## src/rtl/prog_loader.sv

```systemverilog
// prog_loader: streams host headers/words into node instr_rams and sequences the broadcast node reset/clk_en.
// Optional PROG_LOADER_CLEAR_EN: NOP-fills the addresses after the last loaded word.
module prog_loader #(
  parameter int NUM_NODES = 4,
  parameter int ADDR_W    = 5,
  parameter int INSTR_W   = 21
) (
  input  logic                 clk,
  input  logic                 reset,
  input  logic                 in_valid,
  output logic                 in_ready,
  input  logic [INSTR_W-1:0]   in_data,
  output logic [NUM_NODES-1:0] wr_en,
  output logic [ADDR_W-1:0]    wr_addr,
  output logic [INSTR_W-1:0]   wr_data,
  output logic                 node_reset,
  output logic                 node_clk_en,
  output logic                 busy
);
  localparam int NODE_W = NUM_NODES > 1 ? $clog2(NUM_NODES) : 1;
  localparam int SEL_W = INSTR_W - 10;
  localparam logic [SEL_W-1:0] NODE_LIM = SEL_W'(NUM_NODES);
  typedef enum logic [2:0] {S_HALT, S_LOAD, S_FILL, S_RST, S_RUN} state_t;
  state_t state_q, state_d;
  logic [ADDR_W-1:0] cnt_q, cnt_d, last_q, last_d, wr_addr_q, wr_addr_d;
  logic [NODE_W-1:0] node_q, node_d;
  logic ok_q, ok_d, accept;
  logic [NUM_NODES-1:0] wr_en_q, wr_en_d, sel;
  logic [INSTR_W-1:0] wr_data_q, wr_data_d;
  logic in_ready_q, node_reset_q, node_clk_en_q, busy_q;
  logic [1:0] cmd;
  assign accept = in_valid & in_ready_q;
  assign cmd = in_data[INSTR_W-1 -: 2];
  always_comb begin
    sel = '0;
    sel[node_q] = ok_q;
  end
  always_comb begin
    state_d   = state_q;
    cnt_d     = cnt_q;
    last_d    = last_q;
    node_d    = node_q;
    ok_d      = ok_q;
    wr_en_d   = '0;
    wr_addr_d = wr_addr_q;
    wr_data_d = wr_data_q;
    case (state_q)
      S_HALT, S_RUN: if (accept) begin
        if (cmd == 2'b00) begin
          state_d = S_LOAD;
          cnt_d   = '0;
          last_d  = in_data[ADDR_W-1:0];
          node_d  = in_data[NODE_W+7:8];
          // validity uses the whole field up to cmd so out-of-range indices are caught
          ok_d    = in_data[INSTR_W-3:8] < NODE_LIM;
        end else if (cmd == 2'b01) state_d = S_RST;
        else if (cmd == 2'b10) state_d = S_HALT;
      end
      S_LOAD: if (accept) begin
        wr_en_d   = sel;
        wr_addr_d = cnt_q;
        wr_data_d = in_data;
        cnt_d     = cnt_q + 1'b1;
`ifdef PROG_LOADER_CLEAR_EN
        if (cnt_q == last_q) state_d = &last_q ? S_HALT : S_FILL;
`else
        if (cnt_q == last_q) state_d = S_HALT;
`endif
      end
`ifdef PROG_LOADER_CLEAR_EN
      S_FILL: begin
        wr_en_d   = sel;
        wr_addr_d = cnt_q;
        wr_data_d = '0;
        cnt_d     = cnt_q + 1'b1;
        state_d   = &cnt_q ? S_HALT : S_FILL;
      end
`endif
      S_RST:   state_d = S_RUN;
      default: state_d = S_HALT;
    endcase
  end
  always_ff @(posedge clk) begin
    if (reset) begin
      state_q       <= S_HALT;
      cnt_q         <= '0;
      last_q        <= '0;
      node_q        <= '0;
      ok_q          <= 1'b0;
      wr_en_q       <= '0;
      wr_addr_q     <= '0;
      wr_data_q     <= '0;
      in_ready_q    <= 1'b0;
      node_reset_q  <= 1'b0;
      node_clk_en_q <= 1'b0;
      busy_q        <= 1'b0;
    end else begin
      state_q       <= state_d;
      cnt_q         <= cnt_d;
      last_q        <= last_d;
      node_q        <= node_d;
      ok_q          <= ok_d;
      wr_en_q       <= wr_en_d;
      wr_addr_q     <= wr_addr_d;
      wr_data_q     <= wr_data_d;
      in_ready_q    <= !(state_d inside {S_RST, S_FILL});
      node_reset_q  <= state_d == S_RST;
      node_clk_en_q <= state_d == S_RUN;
      busy_q        <= state_d inside {S_LOAD, S_FILL, S_RST};
    end
  end
  assign in_ready    = in_ready_q;
  assign wr_en       = wr_en_q;
  assign wr_addr     = wr_addr_q;
  assign wr_data     = wr_data_q;
  assign node_reset  = node_reset_q;
  assign node_clk_en = node_clk_en_q;
  assign busy        = busy_q;
endmodule

```

## config.mk

```make
export PLATFORM = sky130hd
export DESIGN_NAME = prog_loader
export DESIGN_NICKNAME = d
export VERILOG_FILES = /design/src/rtl/prog_loader.sv
export SDC_FILE = /design/constraint.sdc
export NUM_CORES = 1
export LEC_CHECK = 0
export BUFFER_PORTS_ARGS = -buffer_cell sky130_fd_sc_hd__buf_2
export CAP_MARGIN = 20
export CORE_MARGIN = 2
export CORE_UTILIZATION = 45
export DETAILED_ROUTE_END_ITERATION = 6
export MAX_ROUTING_LAYER = met4
export PLACE_DENSITY = 0.71
export SYNTH_ARGS = -nofsm -noshare
export SYNTH_HDL_FRONTEND = slang
export SYNTH_SLANG_ARGS = --single-unit
```

## constraint.sdc

```tcl
create_clock -name clk -period 3.85 [get_ports clk]
set_input_delay 0.1925 -clock clk [delete_from_list [all_inputs] [get_ports clk]]
set_output_delay 0.1925 -clock clk [all_outputs]
set_load 0.1 [all_outputs]
```

; ---- Word level (Yosys, flattened, before mapping)
; Index checks and enable logic that the tools add are counted.
[word_totals]
reg_bits = 50
latchBits = 0
ramBits = 0
romBits = 0
input_bits = 24
word_cells = 58
n_memories = 0
[classes]
add_sub_neg = 1
n_mul = 0
div_mod_pow = 0
magnitude_cmp = 3
eq_ne = 13
shifts = 0
n_mux = 13
bitwise = 4
n_reduce_logical = 12
[op_table]
columns = op, count
row1 = $mux 3, 6
row2 = $mux 5, 3
row3 = $lt 11x3->1 const B, 1
row4 = $pmux 5 s2, 1
row5 = $eq 3x2->1 const B, 3
row6 = $pmux 3 s3, 1
row7 = $eq 3x1->1 const B, 2
row8 = $eq 3x3->1 const B, 2
row9 = $ne 2x2->1 const B, 3
row10 = $add 5x1->5 const B, 1
row11 = $eq 5x5->1, 1
row12 = $and 4x4->4, 1
row13 = $reduce_and 4->1, 1
row14 = $reduce_bool 2->1, 2
row15 = $logic_not 3->1, 1
row16 = $lt 2x3->1 const B, 1
row17 = $reduce_and 3->1, 1
row18 = $reduce_bool 3->1, 1
row19 = $reduce_or 3->1, 1
row20 = $demux 1 s2, 1
row21 = $eq 2x1->1 const B, 1
row22 = $eq 2x2->1 const B, 1
row23 = $ge 2x1->1 const B, 1
row24 = $logic_not 2->1, 1
row25 = 7 further kinds, 8

; ---- Logic depth before layout (Yosys ltp)
; Gate-level depths: netlist of run 1.
[logic_depth]
word_depth = 9
mapped_depth = 5
depth_no_buf = 4

; ---- Worst setup path before layout of run 1
; Ideal clock, no wire load.
[synth_timing]
path_type = reg-to-reg
start = reg in_ready_q, in the netlist in_ready
end = reg busy_q, in the netlist busy
t_arrival_ns = 1.845
setup_slack_ns = 1.920
path_stages_with_launch = 5
n_path_buf = 1
synth_period_minus_slack_ns = 1.930
path_cell_list = dfxtp_1 and2_1 clkbuf_1 a21oi_1 a211oi_1
[synth_via]
elab_chain_len = 5
[synth_rtl]
columns = item, line
row1 = "start, declared", 30  ; logic in_ready_q, node_reset_q, node_clk_en_q, busy_q;
row2 = "start signal, assigned", 106  ; in_ready_q <= !(state_d inside {S_RST, S_FILL});
row3 = $and 1x1->1 (*), 32  ; assign accept = in_valid & in_ready_q;
row4 = "$mux 3, on equally long branches", "59, 48"
row5 = $pmux 3 s3 (*), 47  ; case (state_q)
row6 = $eq 3x1->1 / $eq 3x2->1 (equally long branches), 109  ; busy_q <= state_d inside {S_LOAD, S_FILL, S_RST};
row7 = $reduce_bool 3->1 (*), 109
row8 = "end signal, assigned", 109
row9 = "end, declared", 30
; Every way passes the cells marked *; elsewhere a longest branch is shown, timed or not.
; A chain may end at the register's enable or synchronous reset.

; ---- Worst setup path in the final report of run 1
; Same ends and word-level chain as after synthesis.

==> summary.md, run 1 <==
| Metric | Value |
|---|---|
| Status | `finished, final reports clean` |
| CP max stage cell | `and2_1` |
| Setup Buffers After CTS | `0` |
| Power Density | `417.8 mW/mm²` |
| Post-Place Setup Slack | `approximately 2.1 ns` |
| Post-synth top area share | `approximately half` |
| CTS clk-pin slew, worst paths | `0.09 ns` |
| Nets | `roughly 300` |
| Final worst path period share | `approximately 48%` |
| Combinational share of power | `roughly a tenth` |
| Most used routing layer | `met2` |
| Maximum vdd ir drop | `a little under 0.2 mV` |
| GP Congestion | `just under 0.9` |
| Clock Tree Buf Depth | `2` |
| CP Capture Type | `flip-flop` |
| Setup TNS | `0 ns` |
| Share of layout cells above drive strength 1 | `approximately 25%` |
| Cts repair resizes | `0` |
| Initial antenna violation count | `0` |
| Synth warn | `0` |
| #FFs+latches synth | `50` |
| Register area | `0.001001 mm²` |
| Setup-failing EPs final | `0` |
| Port Buffer Count | `57` |
| Clock network power share | `37.4%` |
| N_diodes | `0` |
| Worst-margin pin slew | `1.086 ns` |
| Initial DRC Count | `around 180` |
| Boundary pin count | `58` |
| Final setup margin | `2.006 ns` |
| Die height | `around 71 µm` |
| GRT met1 Usage | `roughly 28%` |
| Mapped Nets | `about 260` |
| CTS tree | `done` |
| Multi-input gate area | `918.4 µm²` |
| P&R area growth vs syn | `20.01%` |
| Clock Skews | `0.007690 ns` |
| Initial core utilization | `a little under half` |
| Wire per inst | `14.74 µm` |
| Yosys cell types | `32` |
| Die X | `between 70 and 80 µm` |
| Remaining DRCs | `0` |
| F_max | `between 0.5 and 0.6 GHz` |
| Hold WC Path Type | `in -> reg` |
| Synth Instances | `about 230` |
| Slew HR | `roughly 28%` |
| R2R Setup Slk | `about 2.0 ns` |
| Pins Over Slew Limit | `0` |
| Worst path cell trace | `and2_1, a21oi_1, a211oi_1` |
| Vias in the first global route | `1690` |
| Cts hold-fix bufs | `0` |
| Total number of vias | `approximately 1900` |
| Core ar. | `0.004324 mm²` |
| CTS root buf | `clkbuf_8` |
| CTS HTree Levels | `2` |
| Sw frac | `between 20 and 25%` |
| Fin crit period | `between 1.5 and 2 ns` |
| Die area | `0.004995 mm²` |
| Total gr overflow | `0` |
| Max cap viols | `0` |
| Sw Pwr | `around 0.25 mW` |
| Final hold violations | `0` |
| Setup repair after global routing missed its margin | `no` |
| Post-Route WL | `about 4900 µm` |
| Met2 Use GR | `slightly above 30%` |
| Seq/Total Area, Yosys | `roughly 50%` |
| CTS Buf Count | `5` |
| Routed Antenna Nets | `0` |
| CP Data Required Time | `between 4 and 5 ns` |
| Gr usage total | `20.46%` |
| CP Data Arrival Time | `between 2 and 2.5 ns` |
| Leakage | `roughly 0.98 nW` |
| Clock sinks | `50` |
| DP HPWL | `between 3000 and 4000 µm` |
| Synth area leaders | `dfxtp_1, a21oi_1, o21ai_0` |
| Crit Path Category | `reg -> reg` |
| Slowest stage delay, CP | `slightly below 0.9 ns` |
| Worst Path Max Fanout | `30` |
| Met3 Usage GRT | `3.846%` |
| Site Rows | `24` |
| Fill cell count | `approximately 440` |
| Average size of a mapped cell | `approximately 8.6 µm²` |
| Global-route wire length before repair | `a little under 8000 µm` |
| Area leader, netlist | `dfxtp_1` |
| Seq pwr share | `a little over half` |
| Pint | `0.7545 mW` |
| Startpoint Class | `flip-flop` |
| Mapped Area | `roughly 0.002 mm²` |
| Pin count of the biggest net entering global routing | `46` |
| 1st-pass router iterations | `5` |
| Via/cell ratio | `5.677` |
| Clock latency on the worst-skew pair | `0.30 ns` |
-- flip-flops by register name, indices dropped and copies added (netlist names) --
register	count
wr_data	21
cnt_q	5
last_q	5
wr_addr	5
wr_en	4
state_q	3
node_q	2
busy	1
in_ready	1
node_clk_en	1
node_reset	1
ok_q	1
-- synthesized netlist by cell type --
cell       n
dfxtp_1   50
a21oi_1   41
o21ai_0   37
nand3_1   35
clkbuf_1  14
or3_1      5
xor2_1     5
nor2_1     4
nor3_1     4
nor4_1     4
buf_2      3
nand3b_1   3
nand4b_1   3
a211oi_1   2
and2_1     2
and3_1     2
buf_1      2
nand2_1    2
nand2b_1   2
a21o_1     1
a31oi_1    1
a41o_1     1
and3b_1    1
buf_4      1
ha_1       1
inv_1      1
mux2i_1    1
nor3_2     1
nor3b_1    1
o211ai_1   1
o22ai_2    1
or3b_4     1
-- layout by cell type, fill, tap and decap left out, drive strengths merged, types with 2 or more instances in the layout --
cell and instances:
buf 59, and2 2, nor4 4, nand3 35
dfxtp 50, nor3 5, nor2 4, nand3b 3
nand2 2, or3 5, xor2 5, a21oi 41
clkbuf 6, a211oi 2, o21ai 37, nand4b 3
and3 2, nand2b 2
-- path summary, 6_finish.rpt --
path                                               from                      end  cells past startpoint
worst max register to register      in_ready$_SDFF_PP0_          busy$_SDFF_PP0_                      3
worst max-delay path                in_ready$_SDFF_PP0_          busy$_SDFF_PP0_                      3
worst min-delay path                         in_data[6]  wr_data[6]$_SDFFE_PP0P_                      3
worst min register to register  wr_addr[3]$_SDFFE_PP0P_  wr_addr[3]$_SDFFE_PP0P_                      2
-- per-layer routing --
metal | wire length (µm) | vias up
met5 | 0 | -
met4 | 69 | 0
met3 | 253 | 7
met2 | 2230 | 57
met1 | 2324 | 878
li1 | - | 937
-- worst max-delay path: cells and delay by family, from the launching register on --
family | cells | cell delay [ns]
simple gates | 1 | 0.88
flops | 1 | 0.43
compound gates | 2 | 0.44
-- per-stage QoR --
step / total power, mW / utilization (%) / hold WS (ns) / instance area [µm²] / std cells
after floorplan: 0.6094 / - / 0.3005 / 2001 / 233
after CTS: 1.010 / 55.53 / 0.1299 / 2401 / 331
after global routing: 1.032 / 55.53 / 0.1423 / 2401 / 331
after global placement: 0.6390 / 52.92 / 0.4591 / 2288 / 324
final: 1.003 / 55.53 / 0.1332 / 2401 / 331
after detailed placement: 0.6396 / 52.92 / 0.4551 / 2288 / 324
-- area by class of cell --
| class | count | area share (%) |
|---|---|---|
| repair buffers | 59 | 12.51 |
| inverters | 1 | 0.1563 |
| clock inverters | 1 | 1.251 |
| well taps | 52 | 2.710 |
| clock buffers | 6 | 3.439 |
| flip-flops and latches | 50 | 41.69 |
| multi-input cells | 162 | 38.25 |
-- cell families after synthesis --
logic type,count (synthesis),share of synthesized area [%]
XOR/XNOR,5,2.189
adder cells (fa/ha/maj),1,0.6253
multiplexers,1,0.5003
AND/OR/NAND/NOR,70,19.89
buffers and inverters,21,4.315
AO/OA/AOI/OAI,85,22.45
flip-flops,50,50.03
-- power by group through the flow --
stage | sequential [mW] | clock, mW | combinational [mW]
6_report | 0.528 | 0.375 | 0.100
5_1_grt | 0.529 | 0.395 | 0.109
4_1_cts | 0.527 | 0.382 | 0.100
3_5_place_dp | 0.540 | 0 | 0.100
3_3_place_gp | 0.539 | 0 | 0.0996
2_1_floorplan | 0.565 | 0 | 0.0439
Power figures use the tool's default switching activity.
==> inputs of run 2 (changes only) <==
--- a/config.mk
+++ b/config.mk
@@ -11,7 +11,7 @@
 export CORE_UTILIZATION = 45
 export DETAILED_ROUTE_END_ITERATION = 6
 export MAX_ROUTING_LAYER = met4
-export PLACE_DENSITY = 0.71
+export PLACE_DENSITY = 0.74
 export SYNTH_ARGS = -nofsm -noshare
 export SYNTH_HDL_FRONTEND = slang
 export SYNTH_SLANG_ARGS = --single-unit
==> constraint.sdc (replaced) <==
create_clock -name clk -period 1.6 [get_ports clk]
set_input_delay 0.08 -clock clk [delete_from_list [all_inputs] [get_ports clk]]
set_output_delay 0.08 -clock clk [all_outputs]
set_load 0.1 [all_outputs]
==> run 2 against run 1 <==
  * Core utilization increased by 2.0 points
  * Clock power up 130%
  * Register-to-register slack got worse by 1.9 ns
  * Power grew 140%
  * Count of clock-buffer cells in the layout decreased by 1
  * Global-route usage shrank 0.50 points
  * Sequential share of layout area shrank 1.4 points
  * Critical path depth is 3 higher
  * Non-clock buffer count grew 12
==> summary.md, run 2 (synthesized netlist as in run 1, its figures left out) <==
| Metric | Value |
|---|---|
| Maximum vdd ir drop | `roughly 0.6 mV` |
| Boundary pin count | `58` |
| Die area | `approximately 0.005 mm²` |
| Setup TNS | `0 ns` |
| Crit Path Category | `reg -> reg` |
| CP Data Arrival Time | `1.67 ns` |
| Gr usage total | `around 20%` |
| Hold path depth | `3` |
| Clock Skews | `0.007607 ns` |
| CTS Buf Count | `5` |
| Status | `finished, final reports clean` |
| Cts hold-fix bufs | `0` |
| Fin crit period | `approximately 1.4 ns` |
| DP HPWL | `3410 µm` |
| Max cap viols | `0` |
| Core ar. | `0.004324 mm²` |
| FF-to-FF End | `cnt_q[1]$_SDFFE_PP0P_` |
| Fill cell count | `408` |
| CTS root buf | `clkbuf_8` |
| Final setup margin | `~0.15 ns` |
| Commonest non-fill, non-tap cell in the layout | `buf_2` |
| Worst-margin pin slew | `~0.5 ns` |
| Cts repair resizes | `0` |
| Power Density | `961.9 mW/mm²` |
| GP Congestion | `between 0.8 and 0.9` |
| CTS clk-pin slew, worst paths | `about 0.09 ns` |
| Post-Route WL | `4664 µm` |
| Via/cell ratio | `5.558` |
| 1st-pass router iterations | `4` |
| Final worst path period share | `between 90% and 100%` |
| Wire per inst | `13.56 µm` |
| Die X | `70.68 µm` |
| Setup Buffers After CTS | `0` |
| Initial DRC Count | `between 100 and 150` |
| F_max | `0.6914 GHz` |
| Setup-failing EPs final | `0` |
| Hold WC Path Type | `in -> reg` |
| Routed Antenna Nets | `0` |
| Startpoint Class | `flip-flop` |
| Nets | `roughly 320` |
| Max reg flops | `21` |
| Pins Over Slew Limit | `0` |
| Clock latency on the worst-skew pair | `~0.3 ns` |
| Vias in the first global route | `around 1700` |
| Setup repair after global routing missed its margin | `no` |
| Commonest non-fill, non-tap cells in the layout | `buf_2, dfxtp_1, a21oi_1` |
| CTS HTree Levels | `2` |
| Clock Tree Buf Depth | `2` |
| R2R Setup Slk | `roughly 0.15 ns` |
| Global-route wire length before repair | `7969 µm` |
| Site Rows | `24` |
| Post-Place Setup Slack | `about 0.16 ns` |
| Total number of vias | `approximately 1900` |
| CP Data Required Time | `around 1.8 ns` |
| Slew HR | `just under 70%` |
| CTS tree | `done` |
| Clock sinks | `50` |
| CP Capture Type | `flip-flop` |
| Total power | `between 2 and 2.5 mW` |
| R2R Path Start | `state_q[1]$_SDFF_PP0_` |
| Min-delay src | `in_data[7]` |
| P&R area growth vs syn | `24.39%` |
| Port Buffer Count | `57` |
| N_diodes | `0` |
| Initial antenna violation count | `0` |
| Leakage | `slightly above 1 nW` |
| Die height | `just over 70 µm` |
| Pin count of the biggest net entering global routing | `22` |
| Total gr overflow | `0` |
| Share of layout cells above drive strength 1 | `between 20 and 30%` |
| Final hold violations | `0` |
| R2R cell count | `6` |
| Worst Path Max Fanout | `13` |
| Initial core utilization | `between 40% and 50%` |
| Remaining DRCs | `0` |
| Hold EP | `wr_data[7]$_SDFFE_PP0P_` |
run 2: cell count changes in the layout (fill, tap and decap cells not counted), sizes merged:
cell,delta
buf,+12
clkinv,+2
clkbuf,-1
run 2: worst max path at each step:
stage	start	end	slack (ns)	depth (start not counted)
finish	state_q[1]$_SDFF_PP0_	cnt_q[1]$_SDFFE_PP0P_	0.15	6
CTS	state_q[1]$_SDFF_PP0_	cnt_q[1]$_SDFFE_PP0P_	0.14	6
detailed placement	state_q[1]$_SDFF_PP0_	cnt_q[1]$_SDFFE_PP0P_	0.16	6
floorplan	in_ready$_SDFF_PP0_	busy$_SDFF_PP0_	0.02	4
global route	state_q[1]$_SDFF_PP0_	wr_data[15]$_SDFFE_PP0P_	0.06	6
global placement	state_q[2]$_SDFF_PP0_	wr_data[1]$_SDFFE_PP0P_	0.19	4
run 2: area by class of cell:
cell class	instances	area (µm²)	area share, %
Clock inverter	3	40.04	1.609
Multi-Input combinational cell	162	918.4	36.90
Inverter	1	3.754	0.1508
Timing Repair Buffer	71	390.4	15.69
Tap cell	52	65.06	2.614
Sequential cell	50	1002	40.27
Clock buffer	5	68.82	2.765
run 2: power breakdown:
part           switching (mW)  internal, mW  leakage [nW]
Sequential            0.00960          1.26         0.404
Combinational           0.186        0.0752         0.577
Clock                   0.404         0.460        0.0579
Total                   0.600          1.79          1.04
run 2: metrics by stage:
step,area (µm²),instances,util (%),hold WS [ns]
CTS,2489,344,57.55,0.01995
detailed placement,2380,336,55.03,0.3395
global route,2489,344,57.55,0.01238
floorplan,2002,233,-,0.1804
global placement,2380,336,55.03,0.3341
finish,2489,344,57.55,0.02300
run 2: per-layer routing:
layer	part of all wire, %	wire [µm]	global-route usage (%)
met2	47	2181	30.40
met3	7.5	350	4.843
met4	0.90	42	5.031
met1	45	2089	26.90
met5	0	0	-
run 2: critical path, cell delays in order (launching register included):
cell	delay, ns
dfxtp_1	0.33
buf_4	0.16
nor3b_2	0.21
buf_4	0.22
buf_4	0.21
nand3b_1	0.09
mux2i_1	0.15
